File: src/rtl/seq_alu_pkg.sv
// Shared constants for the sequential ALU: operation codes and FSM state encoding.
// Latency: n/a (constants only).
// Backpressure: n/a.
package seq_alu_pkg;

  // Operation select codes carried on the mode field
  localparam logic [3:0] MODE_SLL   = 4'd0;
  localparam logic [3:0] MODE_SRL   = 4'd1;
  localparam logic [3:0] MODE_SRA   = 4'd2;
  localparam logic [3:0] MODE_ROL   = 4'd3;
  localparam logic [3:0] MODE_ADD   = 4'd4;
  localparam logic [3:0] MODE_SUB   = 4'd5;
  localparam logic [3:0] MODE_AND   = 4'd6;
  localparam logic [3:0] MODE_OR    = 4'd7;
  localparam logic [3:0] MODE_XOR   = 4'd8;
  localparam logic [3:0] MODE_NOR   = 4'd9;
  localparam logic [3:0] MODE_SLT   = 4'd10;
  localparam logic [3:0] MODE_SLTU  = 4'd11;
  localparam logic [3:0] MODE_MUL   = 4'd12;
  localparam logic [3:0] MODE_CLZ   = 4'd13;
  localparam logic [3:0] MODE_LDACC = 4'd14;
  localparam logic [3:0] MODE_ACC   = 4'd15;

  // Controller states
  localparam logic [1:0] ST_IDLE = 2'd0;
  localparam logic [1:0] ST_BUSY = 2'd1;
  localparam logic [1:0] ST_DONE = 2'd2;

  // Shift/rotate modes occupy codes 0..3 and iterate one bit per cycle
  function automatic logic is_shift(input logic [3:0] m);
    return (m[3:2] == 2'b00);
  endfunction

endpackage

File: src/rtl/seq_alu_if.sv
// Request/result bundle between the operand-issue stage, the ALU and the result consumer.
// Latency: n/a (wiring only).
// Backpressure: in_valid/in_ready on the request side, out_valid/out_ready on the result side.
// Ports: request = in_valid, in_ready, a, b, cin, mode; result = out_valid, out_ready, y,
//        cout, overflow, zero, negative. master = issuer/consumer side, slave = ALU side.
interface seq_alu_if #(
  parameter int WIDTH = 16
);
  logic             in_valid;
  logic             in_ready;
  logic [WIDTH-1:0] a;
  logic [WIDTH-1:0] b;
  logic             cin;
  logic [3:0]       mode;
  logic             out_valid;
  logic             out_ready;
  logic [WIDTH-1:0] y;
  logic             cout;
  logic             overflow;
  logic             zero;
  logic             negative;

  modport master (
    output in_valid, a, b, cin, mode, out_ready,
    input  in_ready, out_valid, y, cout, overflow, zero, negative
  );

  modport slave (
    input  in_valid, a, b, cin, mode, out_ready,
    output in_ready, out_valid, y, cout, overflow, zero, negative
  );
endinterface

File: src/rtl/cla_adder_n.sv
// WIDTH-bit adder: 4-bit carry-lookahead groups, group carries rippled between groups.
// Latency: combinational.
// Backpressure: none.
// Ports: x, y operands; cin carry in; s sum; cout carry out of the top bit.
module cla_adder_n #(
  parameter int WIDTH = 16
) (
  input  logic [WIDTH-1:0] x,
  input  logic [WIDTH-1:0] y,
  input  logic             cin,
  output logic [WIDTH-1:0] s,
  output logic             cout
);
  localparam int NG = WIDTH / 4;

  logic [WIDTH-1:0] g;
  logic [WIDTH-1:0] p;
  logic [WIDTH-1:0] c;
  logic [NG:0]      gc;

  assign g     = x & y;
  assign p     = x ^ y;
  assign gc[0] = cin;

  for (genvar i = 0; i < NG; i++) begin : g_grp
    localparam int B = 4 * i;
    // Carries inside the group are all computed directly from the group carry-in
    assign c[B]   = gc[i];
    assign c[B+1] = g[B] | (p[B] & gc[i]);
    assign c[B+2] = g[B+1] | (p[B+1] & g[B]) | (p[B+1] & p[B] & gc[i]);
    assign c[B+3] = g[B+2] | (p[B+2] & g[B+1]) | (p[B+2] & p[B+1] & g[B])
                  | (p[B+2] & p[B+1] & p[B] & gc[i]);
    assign gc[i+1] = g[B+3] | (p[B+3] & g[B+2]) | (p[B+3] & p[B+2] & g[B+1])
                   | (p[B+3] & p[B+2] & p[B+1] & g[B])
                   | (p[B+3] & p[B+2] & p[B+1] & p[B] & gc[i]);
  end

  assign s    = p ^ c;
  assign cout = gc[NG];
endmodule

File: src/rtl/seq_alu.sv
// Clocked ALU with shifts/rotate, iterative shift-add multiplier, accumulator and Z/N flags.
// Latency: 1 cycle single-cycle ops, k+1 for shift/rotate by k, WIDTH+1 for MUL.
// Backpressure: result held in DONE until out_ready; a new request may be taken in the handshake cycle.
// Ports: clk, rst_n (async active-low); bus (slave modport of seq_alu_if) carries
//        request a/b/cin/mode with in_valid/in_ready and result y/cout/overflow/zero/negative
//        with out_valid/out_ready.
module seq_alu
  import seq_alu_pkg::*;
#(
  parameter int WIDTH = 16
) (
  input  logic     clk,
  input  logic     rst_n,
  seq_alu_if.slave bus
);
  localparam int SW  = $clog2(WIDTH);
  localparam int CW  = SW + 1;
  localparam int MSB = WIDTH - 1;

  logic [1:0]       state_q, state_d;
  logic [3:0]       mode_q, mode_d;
  logic [CW-1:0]    cnt_q, cnt_d;
  logic [WIDTH-1:0] a_q, a_d;
  logic [WIDTH-1:0] w_q, w_d;     // shift value, or multiplier / product low half
  logic [WIDTH-1:0] hi_q, hi_d;   // product high half
  logic [WIDTH-1:0] acc_q, acc_d;
  logic [WIDTH-1:0] y_q, y_d;
  logic             cout_q, cout_d;
  logic             ovf_q, ovf_d;
  logic             zero_q, zero_d;
  logic             neg_q, neg_d;

  logic             in_ready;
  logic             accept;
  logic [SW-1:0]    shamt;
  logic [WIDTH-1:0] add_x, add_y, add_s;
  logic             add_ci, add_co;
  logic [CW-1:0]    clz;
  logic [WIDTH-1:0] step_w, step_hi;
  logic             res_wr;
  logic [WIDTH-1:0] res_y;
  logic             res_cout, res_ovf;

  assign in_ready = (state_q == ST_IDLE) || ((state_q == ST_DONE) && bus.out_ready);
  assign accept   = bus.in_valid && in_ready;
  assign shamt    = bus.b[SW-1:0];

  // One adder serves the multiplier partial sum while BUSY and ADD/SUB/ACC at accept;
  // the two never coincide because nothing is accepted while BUSY.
  always_comb begin
    add_x  = bus.a;
    add_y  = bus.b;
    add_ci = bus.cin;
    if (state_q == ST_BUSY) begin
      add_x  = hi_q;
      add_y  = a_q;
      add_ci = 1'b0;
    end else begin
      case (bus.mode)
        MODE_SUB: begin
          add_y  = ~bus.b;
          add_ci = 1'b1;
        end
        MODE_ACC: begin
          add_x  = acc_q;
          add_y  = bus.a;
          add_ci = 1'b0;
        end
        default: ;
      endcase
    end
  end

  cla_adder_n #(.WIDTH(WIDTH)) u_add (
    .x    (add_x),
    .y    (add_y),
    .cin  (add_ci),
    .s    (add_s),
    .cout (add_co)
  );

  // Leading-zero count; all-zero input falls through to WIDTH
  always_comb begin
    logic found;
    clz   = CW'(WIDTH);
    found = 1'b0;
    for (int i = MSB; i >= 0; i--) begin
      if (!found && bus.a[i]) begin
        clz   = CW'(MSB - i);
        found = 1'b1;
      end
    end
  end

  // One BUSY iteration: a 1-bit shift/rotate, or one shift-add multiply step
  // where {carry, hi + a} (or plain hi) and the multiplier shift right together.
  always_comb begin
    step_w  = w_q;
    step_hi = hi_q;
    case (mode_q)
      MODE_SLL: step_w = {w_q[MSB-1:0], 1'b0};
      MODE_SRL: step_w = {1'b0, w_q[MSB:1]};
      MODE_SRA: step_w = {w_q[MSB], w_q[MSB:1]};
      MODE_ROL: step_w = {w_q[MSB-1:0], w_q[MSB]};
      MODE_MUL: begin
        if (w_q[0]) begin
          step_hi = {add_co, add_s[MSB:1]};
          step_w  = {add_s[0], w_q[MSB:1]};
        end else begin
          step_hi = {1'b0, hi_q[MSB:1]};
          step_w  = {hi_q[0], w_q[MSB:1]};
        end
      end
      default: ;
    endcase
  end

  always_comb begin
    state_d  = state_q;
    mode_d   = mode_q;
    cnt_d    = cnt_q;
    a_d      = a_q;
    w_d      = w_q;
    hi_d     = hi_q;
    acc_d    = acc_q;
    y_d      = y_q;
    cout_d   = cout_q;
    ovf_d    = ovf_q;
    zero_d   = zero_q;
    neg_d    = neg_q;
    res_wr   = 1'b0;
    res_y    = '0;
    res_cout = 1'b0;
    res_ovf  = 1'b0;

    case (state_q)
      ST_BUSY: begin
        w_d   = step_w;
        hi_d  = step_hi;
        cnt_d = cnt_q - 1'b1;
        if (cnt_q == CW'(1)) begin
          state_d = ST_DONE;
          res_wr  = 1'b1;
          res_y   = step_w;
          res_ovf = (mode_q == MODE_MUL) && (step_hi != '0);
        end
      end
      ST_DONE: begin
        if (bus.out_ready) state_d = ST_IDLE;
      end
      default: ;
    endcase

    // Operands are captured here; single-cycle results are formed from the
    // request itself so they are ready one cycle after accept.
    if (accept) begin
      mode_d = bus.mode;
      a_d    = bus.a;
      if (is_shift(bus.mode) && (shamt != '0)) begin
        state_d = ST_BUSY;
        w_d     = bus.a;
        cnt_d   = CW'(shamt);
      end else if (bus.mode == MODE_MUL) begin
        state_d = ST_BUSY;
        w_d     = bus.b;
        hi_d    = '0;
        cnt_d   = CW'(WIDTH);
      end else begin
        state_d = ST_DONE;
        res_wr  = 1'b1;
        case (bus.mode)
          MODE_ADD: begin
            res_y    = add_s;
            res_cout = add_co;
            res_ovf  = (bus.a[MSB] == bus.b[MSB]) && (add_s[MSB] != bus.a[MSB]);
          end
          MODE_SUB: begin
            res_y    = add_s;
            res_cout = add_co;
            res_ovf  = (bus.a[MSB] != bus.b[MSB]) && (add_s[MSB] != bus.a[MSB]);
          end
          MODE_AND:  res_y = bus.a & bus.b;
          MODE_OR:   res_y = bus.a | bus.b;
          MODE_XOR:  res_y = bus.a ^ bus.b;
          MODE_NOR:  res_y = ~(bus.a | bus.b);
          MODE_SLT:  res_y = WIDTH'($signed(bus.a) < $signed(bus.b));
          MODE_SLTU: res_y = WIDTH'(bus.a < bus.b);
          MODE_CLZ:  res_y = WIDTH'(clz);
          MODE_LDACC: begin
            res_y = bus.a;
            acc_d = bus.a;
          end
          MODE_ACC: begin
            res_y    = add_s;
            res_cout = add_co;
            res_ovf  = (acc_q[MSB] == bus.a[MSB]) && (add_s[MSB] != acc_q[MSB]);
            acc_d    = add_s;
          end
          default: res_y = bus.a;  // shift/rotate by zero
        endcase
      end
    end

    if (res_wr) begin
      y_d    = res_y;
      cout_d = res_cout;
      ovf_d  = res_ovf;
      zero_d = (res_y == '0);
      neg_d  = res_y[MSB];
    end
  end

  always_ff @(posedge clk or negedge rst_n) begin
    if (!rst_n) begin
      state_q <= ST_IDLE;
      mode_q  <= '0;
      cnt_q   <= '0;
      a_q     <= '0;
      w_q     <= '0;
      hi_q    <= '0;
      acc_q   <= '0;
      y_q     <= '0;
      cout_q  <= 1'b0;
      ovf_q   <= 1'b0;
      zero_q  <= 1'b0;
      neg_q   <= 1'b0;
    end else begin
      state_q <= state_d;
      mode_q  <= mode_d;
      cnt_q   <= cnt_d;
      a_q     <= a_d;
      w_q     <= w_d;
      hi_q    <= hi_d;
      acc_q   <= acc_d;
      y_q     <= y_d;
      cout_q  <= cout_d;
      ovf_q   <= ovf_d;
      zero_q  <= zero_d;
      neg_q   <= neg_d;
    end
  end

  assign bus.in_ready  = in_ready;
  assign bus.out_valid = (state_q == ST_DONE);
  assign bus.y         = y_q;
  assign bus.cout      = cout_q;
  assign bus.overflow  = ovf_q;
  assign bus.zero      = zero_q;
  assign bus.negative  = neg_q;
endmodule

File: src/flat_wrapper.sv
// flat-port wrapper written by rule: the top's interface ports become plain ports
module seq_alu_flat import seq_alu_pkg::*;
#(
  parameter int WIDTH = 16
)
  (clk, rst_n, bus_in_valid, bus_a, bus_b, bus_cin, bus_mode, bus_out_ready, bus_in_ready, bus_out_valid, bus_y, bus_cout, bus_overflow, bus_zero, bus_negative);
  seq_alu_if #(.WIDTH(WIDTH)) bus_i ();
  input  logic clk;
  input  logic rst_n;
  input wire logic [$bits(bus_i.in_valid)-1:0] bus_in_valid;
  input wire logic [$bits(bus_i.a)-1:0] bus_a;
  input wire logic [$bits(bus_i.b)-1:0] bus_b;
  input wire logic [$bits(bus_i.cin)-1:0] bus_cin;
  input wire logic [$bits(bus_i.mode)-1:0] bus_mode;
  input wire logic [$bits(bus_i.out_ready)-1:0] bus_out_ready;
  output wire logic [$bits(bus_i.in_ready)-1:0] bus_in_ready;
  output wire logic [$bits(bus_i.out_valid)-1:0] bus_out_valid;
  output wire logic [$bits(bus_i.y)-1:0] bus_y;
  output wire logic [$bits(bus_i.cout)-1:0] bus_cout;
  output wire logic [$bits(bus_i.overflow)-1:0] bus_overflow;
  output wire logic [$bits(bus_i.zero)-1:0] bus_zero;
  output wire logic [$bits(bus_i.negative)-1:0] bus_negative;
  assign bus_i.in_valid = bus_in_valid;
  assign bus_i.a = bus_a;
  assign bus_i.b = bus_b;
  assign bus_i.cin = bus_cin;
  assign bus_i.mode = bus_mode;
  assign bus_i.out_ready = bus_out_ready;
  assign bus_in_ready = bus_i.in_ready;
  assign bus_out_valid = bus_i.out_valid;
  assign bus_y = bus_i.y;
  assign bus_cout = bus_i.cout;
  assign bus_overflow = bus_i.overflow;
  assign bus_zero = bus_i.zero;
  assign bus_negative = bus_i.negative;
  seq_alu #(.WIDTH(WIDTH)) u_core (.clk(clk), .rst_n(rst_n), .bus(bus_i));
endmodule
File: config.mk
export PLATFORM = sky130hd
export DESIGN_NAME = seq_alu_flat
export DESIGN_NICKNAME = d
export VERILOG_FILES = /design/src/rtl/seq_alu_pkg.sv /design/src/rtl/seq_alu_if.sv /design/src/rtl/cla_adder_n.sv /design/src/rtl/seq_alu.sv /design/src/flat_wrapper.sv
export SDC_FILE = /design/constraint.sdc
export NUM_CORES = 1
export LEC_CHECK = 0
export CAP_MARGIN = 20
export CORE_MARGIN = 3
export CORE_UTILIZATION = 47
export CTS_CLUSTER_DIAMETER = 100
export DETAILED_ROUTE_END_ITERATION = 16
export GPL_ROUTABILITY_DRIVEN = 1
export HOLD_SLACK_MARGIN = 0.06
export PLACE_DENSITY_LB_ADDON = 0.12
export SLEW_MARGIN = 20
export SYNTH_ARGS = -nofsm -noshare
export SYNTH_HDL_FRONTEND = slang
export SYNTH_SLANG_ARGS = --single-unit
File: constraint.sdc
create_clock -name clk -period 7.83 [get_ports clk]
set_clock_uncertainty 0.1 [all_clocks]
set_input_delay 1.566 -clock clk [delete_from_list [all_inputs] [get_ports clk]]
set_output_delay 1.566 -clock clk [all_outputs]
set_load 0.03 [all_outputs]
Yosys cells after proc, flatten, opt, wreduce, memory -nomap -nowiden
Cells that the tools add are included.

$lt $le $gt $ge: 2. Reduce and logical (&&, ||, !) cells: 49. Eq/ne operators: 26. Add/sub/neg operators: 1. Bitwise gates (word level): 114. Multiplexer cells: 81.

Operators by type and width (count): $mux W16 (19); $pmux W16 S8 (1); $mux W5 (20); $pmux W16 S5 (1); $and A1 B1 Y1 (64); $pmux W16 S2 (2); $xor A16 B16 Y16 (3); $or A1 B1 Y1 (40); $eq A4 B4 Y1 const B (9); $and A16 B16 Y16 (2); $lt A16 B16 Y1 (2); $not A16 Y16 (2); $mux W1 (30); $logic_and A1 B1 Y1 (22); $eq A4 B3 Y1 const B (4); $logic_not A16 Y1 (1); $or A16 B16 Y16 (1); $reduce_bool A16 Y1 (1); $logic_not A1 Y1 (15); $mux W2 (5); $eq A4 B2 Y1 const B (2); $ne A3 B2 Y1 const B (2); $eq A5 B1 Y1 const B (1); $sub A5 B1 Y5 const B (1); 18 further kinds (23).

Output and inout port bits: 22. Word-level logic and storage cells: 285. Bits of input ports: 41. Flip-flop bits (word level): 95.

Depth between registers and ports, before layout
Gate-level depths: netlist of run 1.

Word-level depth: 51. Gate-level depth with buffers: 25. Depth with buffers taken out: 21.

Hierarchy
From an unflattened synthesis of run 1, not the netlist that was laid out.

Cell total of the unflattened synthesis: 1137. Area, all modules: 8777.2 µm².

Modules (own cells, without submodules): seq_alu (area an instance 8018.9 µm², sequential area each 2352.3 µm², cells an instance 1047, instances 1); cla_adder_n (area an instance 758.2 µm², sequential area each 0.0 µm², cells an instance 90, instances 1).

Worst setup path after synthesis of run 1
Ideal clock, no wire load.

Path type: in2reg. Start point: in bus_mode[2]. End point: reg u_core.zero_q (netlist: u_core.bus.zero). Cell stages on the path: 25. Buffers on the path: 5. Slack: 1.126 ns. Data required time: 7.635 ns. Arrival time: 6.509 ns. Library setup time: 0.095 ns. Cells stage by stage: buf_2 > clkbuf_1 > clkbuf_1 > clkbuf_1 > nand3_1 > clkbuf_1 > o22ai_1 > a21oi_1 > o21ai_0 > ha_1 > a21oi_1 > o21ai_0 > a21o_1 > a41o_1 > a311oi_1 > fa_1 > xor2_1 > o22a_1 > nor2_1 > o32ai_1 > a31oi_1 > a2111oi_0 > and4b_1 > nand3_1 > o31ai_1.

Cells in the longest elaborated chain, start to end: 21. Elaborated cells on any way between the ends: 128. Classes of those cells: eq/ne (11); mux (17); bitwise (96); reduce/logical (4).

Ends and longest elaborated chain: start, declared (RTL line flat_wrapper.sv:14) `input wire logic [$bits(bus_i.mode)-1:0] bus_mode;`; $eq A4 B4 Y1 or $eq A4 B3 Y1 (tied branches) (RTL line seq_alu.sv:59, seq_alu.sv:171); $pmux W16 S2 or $mux W16 (tied branches) (RTL line seq_alu.sv:59) `case (bus.mode)`; $mux W16 (RTL line seq_alu.sv:54) `if (state_q == ST_BUSY) begin`; $xor A16 B16 Y16 or $and A16 B16 Y16 (tied branches) (RTL line cla_adder_n.sv:22, cla_adder_n.sv:21); $and A1 B1 Y1, on equally long branches (RTL line cla_adder_n.sv:33, cla_adder_n.sv:34, cla_adder_n.sv:35); $or A1 B1 Y1, or another cell as far along (2 in series) (RTL line cla_adder_n.sv:33) `assign gc[i+1] = g[B+3] | (p[B+3] & g[B+2]) | (p[B+3] & p[B+2] & g[B+1])`; $or A1 B1 Y1 or $and A1 B1 Y1 (tied branches) (RTL line cla_adder_n.sv:34, cla_adder_n.sv:35); $or A1 B1 Y1 (RTL line cla_adder_n.sv:35) `| (p[B+3] & p[B+2] & p[B+1] & p[B] & gc[i]);`; [... 4 more ...]; $and A1 B1 Y1, on equally long branches (RTL line cla_adder_n.sv:29, cla_adder_n.sv:32, cla_adder_n.sv:30); $or A1 B1 Y1, on equally long branches (RTL line cla_adder_n.sv:29, cla_adder_n.sv:32, cla_adder_n.sv:30); $xor A16 B16 Y16 (RTL line cla_adder_n.sv:38) `assign s = p ^ c;`; $pmux W16 S8 (RTL line seq_alu.sv:171) `case (bus.mode)`; $mux W16 (RTL line seq_alu.sv:163) `end else if (bus.mode == MODE_MUL) begin`; $mux W16 (RTL line seq_alu.sv:159) `if (is_shift(bus.mode) && (shamt != '0)) begin`; $mux W16 (RTL line seq_alu.sv:156) `if (accept) begin`; $logic_not A16 Y1 (RTL line seq_alu.sv:208) `zero_d = (res_y == '0);`; end signal, assigned (RTL line seq_alu.sv:238) `zero_q <= zero_d;`; end, declared (RTL line seq_alu.sv:30) `logic zero_q, zero_d;`.

Parallel ways exist; a longest one is shown, timed or not. A chain may end at the register's enable or synchronous reset.

Worst setup path in the final report of run 1
Start point: in bus_mode[3]. End point: reg u_core.zero_q (netlist: u_core.bus.zero).

Same word-level chain as after synthesis.

==> results of run 1 <==
-- critical path, cell delays in order --
cell and delay (ps):
clkdlybuf4s50_1 570, buf_4 240, inv_1 60, buf_4 200
nand3_1 200, o22ai_1 110, a21oi_1 140, o21ai_0 100
ha_1 410, a21oi_1 210, o21ai_0 150, a21o_1 210
a41o_1 300, a311oi_1 400, fa_1 260, xor2_1 340
o22a_1 210, nor2_1 40, o32ai_1 440, a31oi_1 130
a2111oi_0 390, and4b_1 250, nand3_1 60, o31ai_1 220
-- Yosys cell counts (all sizes together) (4+ instances only) --
| cell | instances |
|---|---|
| o21ai | 149 |
| nand2 | 144 |
| a21oi | 105 |
| nor2 | 101 |
| dfrtp | 94 |
| clkbuf | 70 |
| ha | 69 |
| inv | 59 |
| mux2i | 32 |
| a22oi | 23 |
| o22ai | 21 |
| nor2b | 20 |
| nand3 | 16 |
| a221oi | 14 |
| nor3 | 14 |
| a211oi | 13 |
| nor4 | 11 |
| xor2 | 10 |
| a31oi | 9 |
| and3 | 9 |
| a21o | 8 |
| o211ai | 8 |
| o31ai | 8 |
| buf | 7 |
| o21a | 5 |
| or3 | 5 |
| xnor2 | 5 |
| a221o | 4 |
| a22o | 4 |
| a31o | 4 |
| and2 | 4 |
| fa | 4 |
| mux2 | 4 |
| or4 | 4 |
-- per-layer routing --
layer	routed length (um)	share of wire	global-route usage
met1	14600	0.45	0.476
met2	13900	0.43	0.480
met3	2820	0.086	0.0696
met5	0	0	0
met4	1330	0.041	0.133
-- per-stage QoR --
step / setup WS, ps / utilization / power, W / area [um^2] / instances
after floorplan: 1130 / - / 0.00209 / 8430 / 1118
after global placement: 648 / 0.535 / 0.00271 / 9310 / 1361
after detailed placement: 511 / 0.535 / 0.00273 / 9310 / 1361
after CTS: 861 / 0.553 / 0.00324 / 9630 / 1377
after global routing: 320 / 0.553 / 0.00348 / 9630 / 1377
final: 768 / 0.553 / 0.00328 / 9640 / 1378
-- registers in the layout, summed over array words and instances (netlist names) --
signal	cells
u_core.bus.y	15
u_core.bus.zero	1
u_core.state_q	2
u_core.cnt_q	5
u_core.a_q	16
u_core.bus.cout	1
u_core.mode_q	4
u_core.w_q	16
u_core.bus.negative	1
u_core.hi_q	16
u_core.bus.overflow	1
u_core.acc_q	16
-- final timing paths --
kind                                   start  slack [ps]  cells past startpoint               end
max                              bus_mode[3]         770                     24   u_core.bus.zero
min                           u_core.a_q[10]         380                      2    u_core.a_q[10]
max reg2reg                u_core.state_q[1]        2200                     17   u_core.bus.zero
min reg2reg                   u_core.a_q[10]         380                      2    u_core.a_q[10]
max in group asynchronous              rst_n        5360                      2     u_core.a_q[6]
min in group asynchronous              rst_n        1040                      1  u_core.bus.y[12]
-- cell usage in the layout (no fill, tap or decap), types with 14 or more instances in the layout --
cell,n
a21oi_1,105
a221oi_1,14
a22oi_1,23
buf_4,34
clkdlybuf4s50_1,61
dfrtp_1,94
ha_1,68
inv_1,59
mux2i_1,32
nand2_1,144
nand3_1,16
nor2_1,100
nor2b_1,20
nor3_1,14
o21ai_0,147
o22ai_1,21
-- power groups by stage --
stage          Clock (W)  Combinational, W  Sequential, W
5_1_grt         0.000528           0.00200       0.000956
3_5_place_dp           0           0.00180       0.000927
3_3_place_gp           0           0.00179       0.000921
2_1_floorplan          0           0.00115       0.000947
4_1_cts         0.000506           0.00181       0.000920
6_report        0.000502           0.00184       0.000928
-- final cells by class --
type	count	area (um^2)	share of cell area
Tap cell	225	282	0.0292
Clock inverter	6	93.8	0.00974
Clock buffer	10	229	0.0238
Multi-Input combinational cell	888	5590	0.580
Inverter	59	221	0.0230
Timing Repair Buffer	95	866	0.0899
Sequential cell	94	2350	0.244
Antenna cell	1	2.50	0.000260
-- logic make-up (layout without fill, tap and decap cells) --
| group | after synthesis | count (layout) | share of synthesized area |
|---|---|---|---|
| buffers and inverters | 136 | 170 | 0.0615 |
| flip-flops | 94 | 94 | 0.279 |
| multiplexers | 36 | 36 | 0.0433 |
| adder cells (fa/ha/maj) | 73 | 73 | 0.112 |
| AND/OR/NAND/NOR | 349 | 349 | 0.188 |
| AO/OA/AOI/OAI | 415 | 415 | 0.300 |
| XOR/XNOR | 15 | 15 | 0.0156 |
| other | 0 | 1 | 0 |
==> run metrics, run 1 <==
status=complete, no violations; Vias/cell=6.40; synthesis-to-layout area growth=14.3%; Slew @ Worst Pin=1070 ps; die area=0.0196 mm^2; Initial Util=0.484; initial antenna violation count=1; num rows=48; Avg WL per Cell=23.7 um; Comb pwr share=0.563; H-tree Lvls=3; DRC=0; Worst Path Arrival=7230 ps; RSZ-0062 raised after global routing=false; Post-Syn Nets=1232; routed via count=8826; Clock Latency Late Sink=360 ps; Post-DP HPWL=24.0 mm; Startpoint Class=input port; Gate Count Post-Synth=1118; critical path required time=8000 ps; library cells used by synthesis=73; cell taking the most area after synthesis=dfrtp_1; DRT Wirelength=32.6 mm; Post-DRT Antenna Nets=0; Tot GR Track Use=0.329; yosys warns=0; io pins=63; Die Wd=140 um; period utilization=0.902; grt total ovfl=0; register area share after synthesis=0.279; Setup TNS=0 ps; CTS sink count=94; Worst Path Max Fanout=15; CTS tree=built; Hold Buf Count CTS=0; Lkg Pwr=4.13 nW; Max clock buf depth=2; Max Slew Vio Count=0; EDFF count, synth=0; Final GP Congestion=0.978; Max VDD drop=212 uV; first-pass GRT wire length=50.2 mm; Switching Share=0.491; clock share of power=0.153; proportion of layout cells with a drive suffix above 1=0.0556; Power Dens Cells=340 mW/mm^2; setup violators final=0; flip-flop and latch count after synthesis=94; die height=140 um; Crit. End Element=flip-flop; top post-synthesis cells by area=dfrtp_1 (28%), ha_1 (10%), o21ai_0 (8.7%); Post-CTS Setup Inserts=0; async set or reset register ratio after synthesis=1.00; fin crit period=7060 ps; Slew headroom=0.284; fmax=142 MHz; mapped cell area=0.00843 mm^2; I/O Buffers=62; Gates resized, CTS repair=0; # nets final=1261; internal power=0.00167 W; Filler cells=1719; critical path class=input port to flip-flop; Hold WS=384 ps; clk slew on worst S/H paths=70 ps; top-area cell type share of the netlist area=0.279; area of the core=0.0174 mm^2; total CTS buffers=9; Mean Syn Cell Area=7.54 um^2; drt initial violations=992; Final Hold Fails=0; switching power of the nets=0.00161 W; first-pass detailed-route iteration total=8; number of max-cap violations=0; Primary FF master, synth=dfrtp_1; root buf cell=clkbuf_16; Worst Hold Class=flip-flop to flip-flop; largest net degree at the start of global routing=73; Flop pwr share=0.283; number of global-route vias before repair=8312
No activity file was read; power rests on OpenSTA's default activity.
==> run 2, diff against run 1 <==
--- a/config.mk
+++ b/config.mk
@@ -6,7 +6,7 @@
 export NUM_CORES = 1
 export LEC_CHECK = 0
 export CAP_MARGIN = 20
-export CORE_MARGIN = 3
+export CORE_MARGIN = 4
 export CORE_UTILIZATION = 47
 export CTS_CLUSTER_DIAMETER = 100
 export DETAILED_ROUTE_END_ITERATION = 16
==> run metrics, run 2 (same netlist as run 1, synthesis figures left out) <==
critical path required time=8000 ps (about the same); most common cell after layout, fill and taps aside=o21ai_0 (unchanged); CP Cell Sequence=clkdlybuf4s50_1 > buf_4 > nand4_1 > buf_4 > buf_4 > o22ai_1 > a21oi_1 > o21ai_0 > ha_1 > a21o_1 > a21o_1 > a41o_1 > a311oi_1 > fa_1 > xor2_1 > o22a_1 > nor2_1 > o32ai_1 > a31oi_1 > a2111oi_0 > and4b_1 > nand3_1 > o31ai_1 (was clkdlybuf4s50_1 > buf_4 > inv_1 > buf_4 > nand3_1 > o22ai_1 > a21oi_1 > o21ai_0 > ha_1 > a21oi_1 > o21ai_0 > a21o_1 > a41o_1 > a311oi_1 > fa_1 > xor2_1 > o22a_1 > nor2_1 > o32ai_1 > a31oi_1 > a2111oi_0 > and4b_1 > nand3_1 > o31ai_1); fin crit period=7100 ps (was 7060 ps); Worst Path Arrival=7270 ps (was 7230 ps); switching power of the nets=0.00161 W (about the same); DRC=0 (unchanged); Final GP Congestion=1.03 (was 0.978); Slew @ Worst Pin=957 ps (was 1070 ps); number of global-route vias before repair=8071 (was 8312); Max VDD drop=207 uV (was 212 uV); RSZ-0062 raised after global routing=false (unchanged); Gates resized, CTS repair=0 (unchanged); num rows=48 (unchanged); Vias/cell=6.37 (was 6.40); Post-DRT Antenna Nets=0 (unchanged); Lkg Pwr=4.11 nW (was 4.13 nW); CP max stage delay=500 ps (was 570 ps); Clock Latency Late Sink=360 ps (about the same); Final Power=0.00321 W (was 0.00328 W); Hold Buf Count CTS=0 (unchanged); most frequent cells in the layout=o21ai_0 (147), nand2_1 (144), a21oi_1 (105) (unchanged); Post-DP HPWL=23.9 mm (was 24.0 mm); Max Slew Vio Count=0 (unchanged); post-route insts no fill=1377 (was 1378); Core Util, Final=0.550 (was 0.553); routed via count=8772 (was 8826); Tot GR Track Use=0.317 (was 0.329); Setup TNS=0 ps (unchanged); Flop pwr share=0.289 (was 0.283); Crit. End Element=flip-flop (unchanged); Max clock buf depth=2 (unchanged); Switching Share=0.500 (was 0.491); I/O Buffers=62 (unchanged); root buf cell=clkbuf_16 (unchanged); die area=0.0201 mm^2 (was 0.0196 mm^2); proportion of layout cells with a drive suffix above 1=0.0547 (was 0.0556); placed cell count=1361 (unchanged); initial antenna violation count=0 (was 1); slowest stage cell, crit path=clkdlybuf4s50_1 (unchanged); period utilization=0.907 (was 0.902); Final Hold Fails=0 (unchanged); DRT Wirelength=32.0 mm (was 32.6 mm); total CTS buffers=9 (unchanged); Worst Hold Class=flip-flop to flip-flop (unchanged); fmax=141 MHz (was 142 MHz); first-pass detailed-route iteration total=7 (was 8); Slew headroom=0.361 (was 0.284); Comb pwr share=0.576 (was 0.563); critical path class=input port to flip-flop (unchanged); # nets final=1261 (unchanged); status=complete, no violations (unchanged); grt total ovfl=0 (unchanged); largest net degree at the start of global routing=78 (was 73); Hold WS=377 ps (was 384 ps); internal power=0.00160 W (was 0.00167 W); Post-CTS Setup Inserts=0 (unchanged); clk slew on worst S/H paths=60 ps (was 70 ps); Power Dens Cells=335 mW/mm^2 (was 340 mW/mm^2); H-tree Lvls=3 (unchanged); first-pass GRT wire length=49.0 mm (was 50.2 mm); area of the core=0.0174 mm^2 (unchanged); most used cell along the critical path=buf_4; drt initial violations=1068 (was 992); Worst Path Max Fanout=44 (was 15); antenna fix cells=0 (was 1); Startpoint Class=input port (unchanged); io pins=63 (unchanged); die height=142 um (was 140 um); CTS sink count=94 (unchanged); setup violators final=0 (unchanged); Avg WL per Cell=23.2 um (was 23.7 um); clock share of power=0.135 (was 0.153); Die Wd=142 um (was 140 um); CTS tree=built (unchanged); number of max-cap violations=0 (unchanged); Initial Util=0.484 (unchanged); synthesis-to-layout area growth=13.7% (was 14.3%)
-- run 2: cell count changes in the layout (fill, tap and decap cells not counted) --
cell / previous run / this run
bufinv_16: 2 / 0
clkinv_2: 1 / 2
clkinvlp_4: 0 / 1
diode_2: 1 / 0
nor3b_1: 2 / 3
nor3b_2: 1 / 0
-- run 2: power groups by stage --
stage                     Sequential, W  Clock (W)  Combinational, W
final                          0.000927   0.000434           0.00185
after global routing           0.000958   0.000460           0.00201
after detailed placement       0.000928          0           0.00181
after floorplan                0.000947          0           0.00115
after CTS                      0.000920   0.000439           0.00182
after global placement         0.000924          0           0.00179
-- run 2: area by class of cell --
| class | instances | area [um^2] |
|---|---|---|
| Fill cell | 1715 | 7840 |
| Tap cell | 225 | 282 |
| Clock inverter | 6 | 46.3 |
| Multi-Input combinational cell | 888 | 5580 |
| Inverter | 59 | 221 |
| Sequential cell | 94 | 2350 |
| Clock buffer | 10 | 229 |
| Timing Repair Buffer | 95 | 866 |
-- run 2: per-stage QoR --
step                worst slack, ps  instance area, um^2
finish                          729                 9580
global route                    326                 9580
CTS                             797                 9580
detailed placement              483                 9310
global placement                596                 9310
floorplan                      1130                 8430
-- run 2: critical path, delay by kind of cell --
kind                     cells  cell delay, ps
AO/OA/AOI/OAI               12            2920
AND/OR/NAND/NOR              4             500
buffers and inverters        4            1380
adder cells (fa/ha/maj)      2             580
XOR/XNOR                     1             330
-- run 2: routing by layer --
layer / GRT usage / part of all wire
met1: 0.465 / 0.46
met2: 0.479 / 0.44
met3: 0.0556 / 0.076
met4: 0.0934 / 0.026
met5: 0 / 0
-- run 2: final timing paths --
kind | from | to | slack (ps) | cells past startpoint
setup / recovery | bus_mode[2] | u_core.bus.zero | 730 | 23
setup reg to reg | u_core.state_q[1] | u_core.bus.zero | 2060 | 19
max in group asynchronous | rst_n | u_core.acc_q[5] | 5380 | 2
min in group asynchronous | rst_n | u_core.mode_q[3] | 1040 | 1
hold reg to reg | u_core.bus.y[14] | u_core.bus.y[14] | 380 | 2
hold / removal | u_core.bus.y[14] | u_core.bus.y[14] | 380 | 2
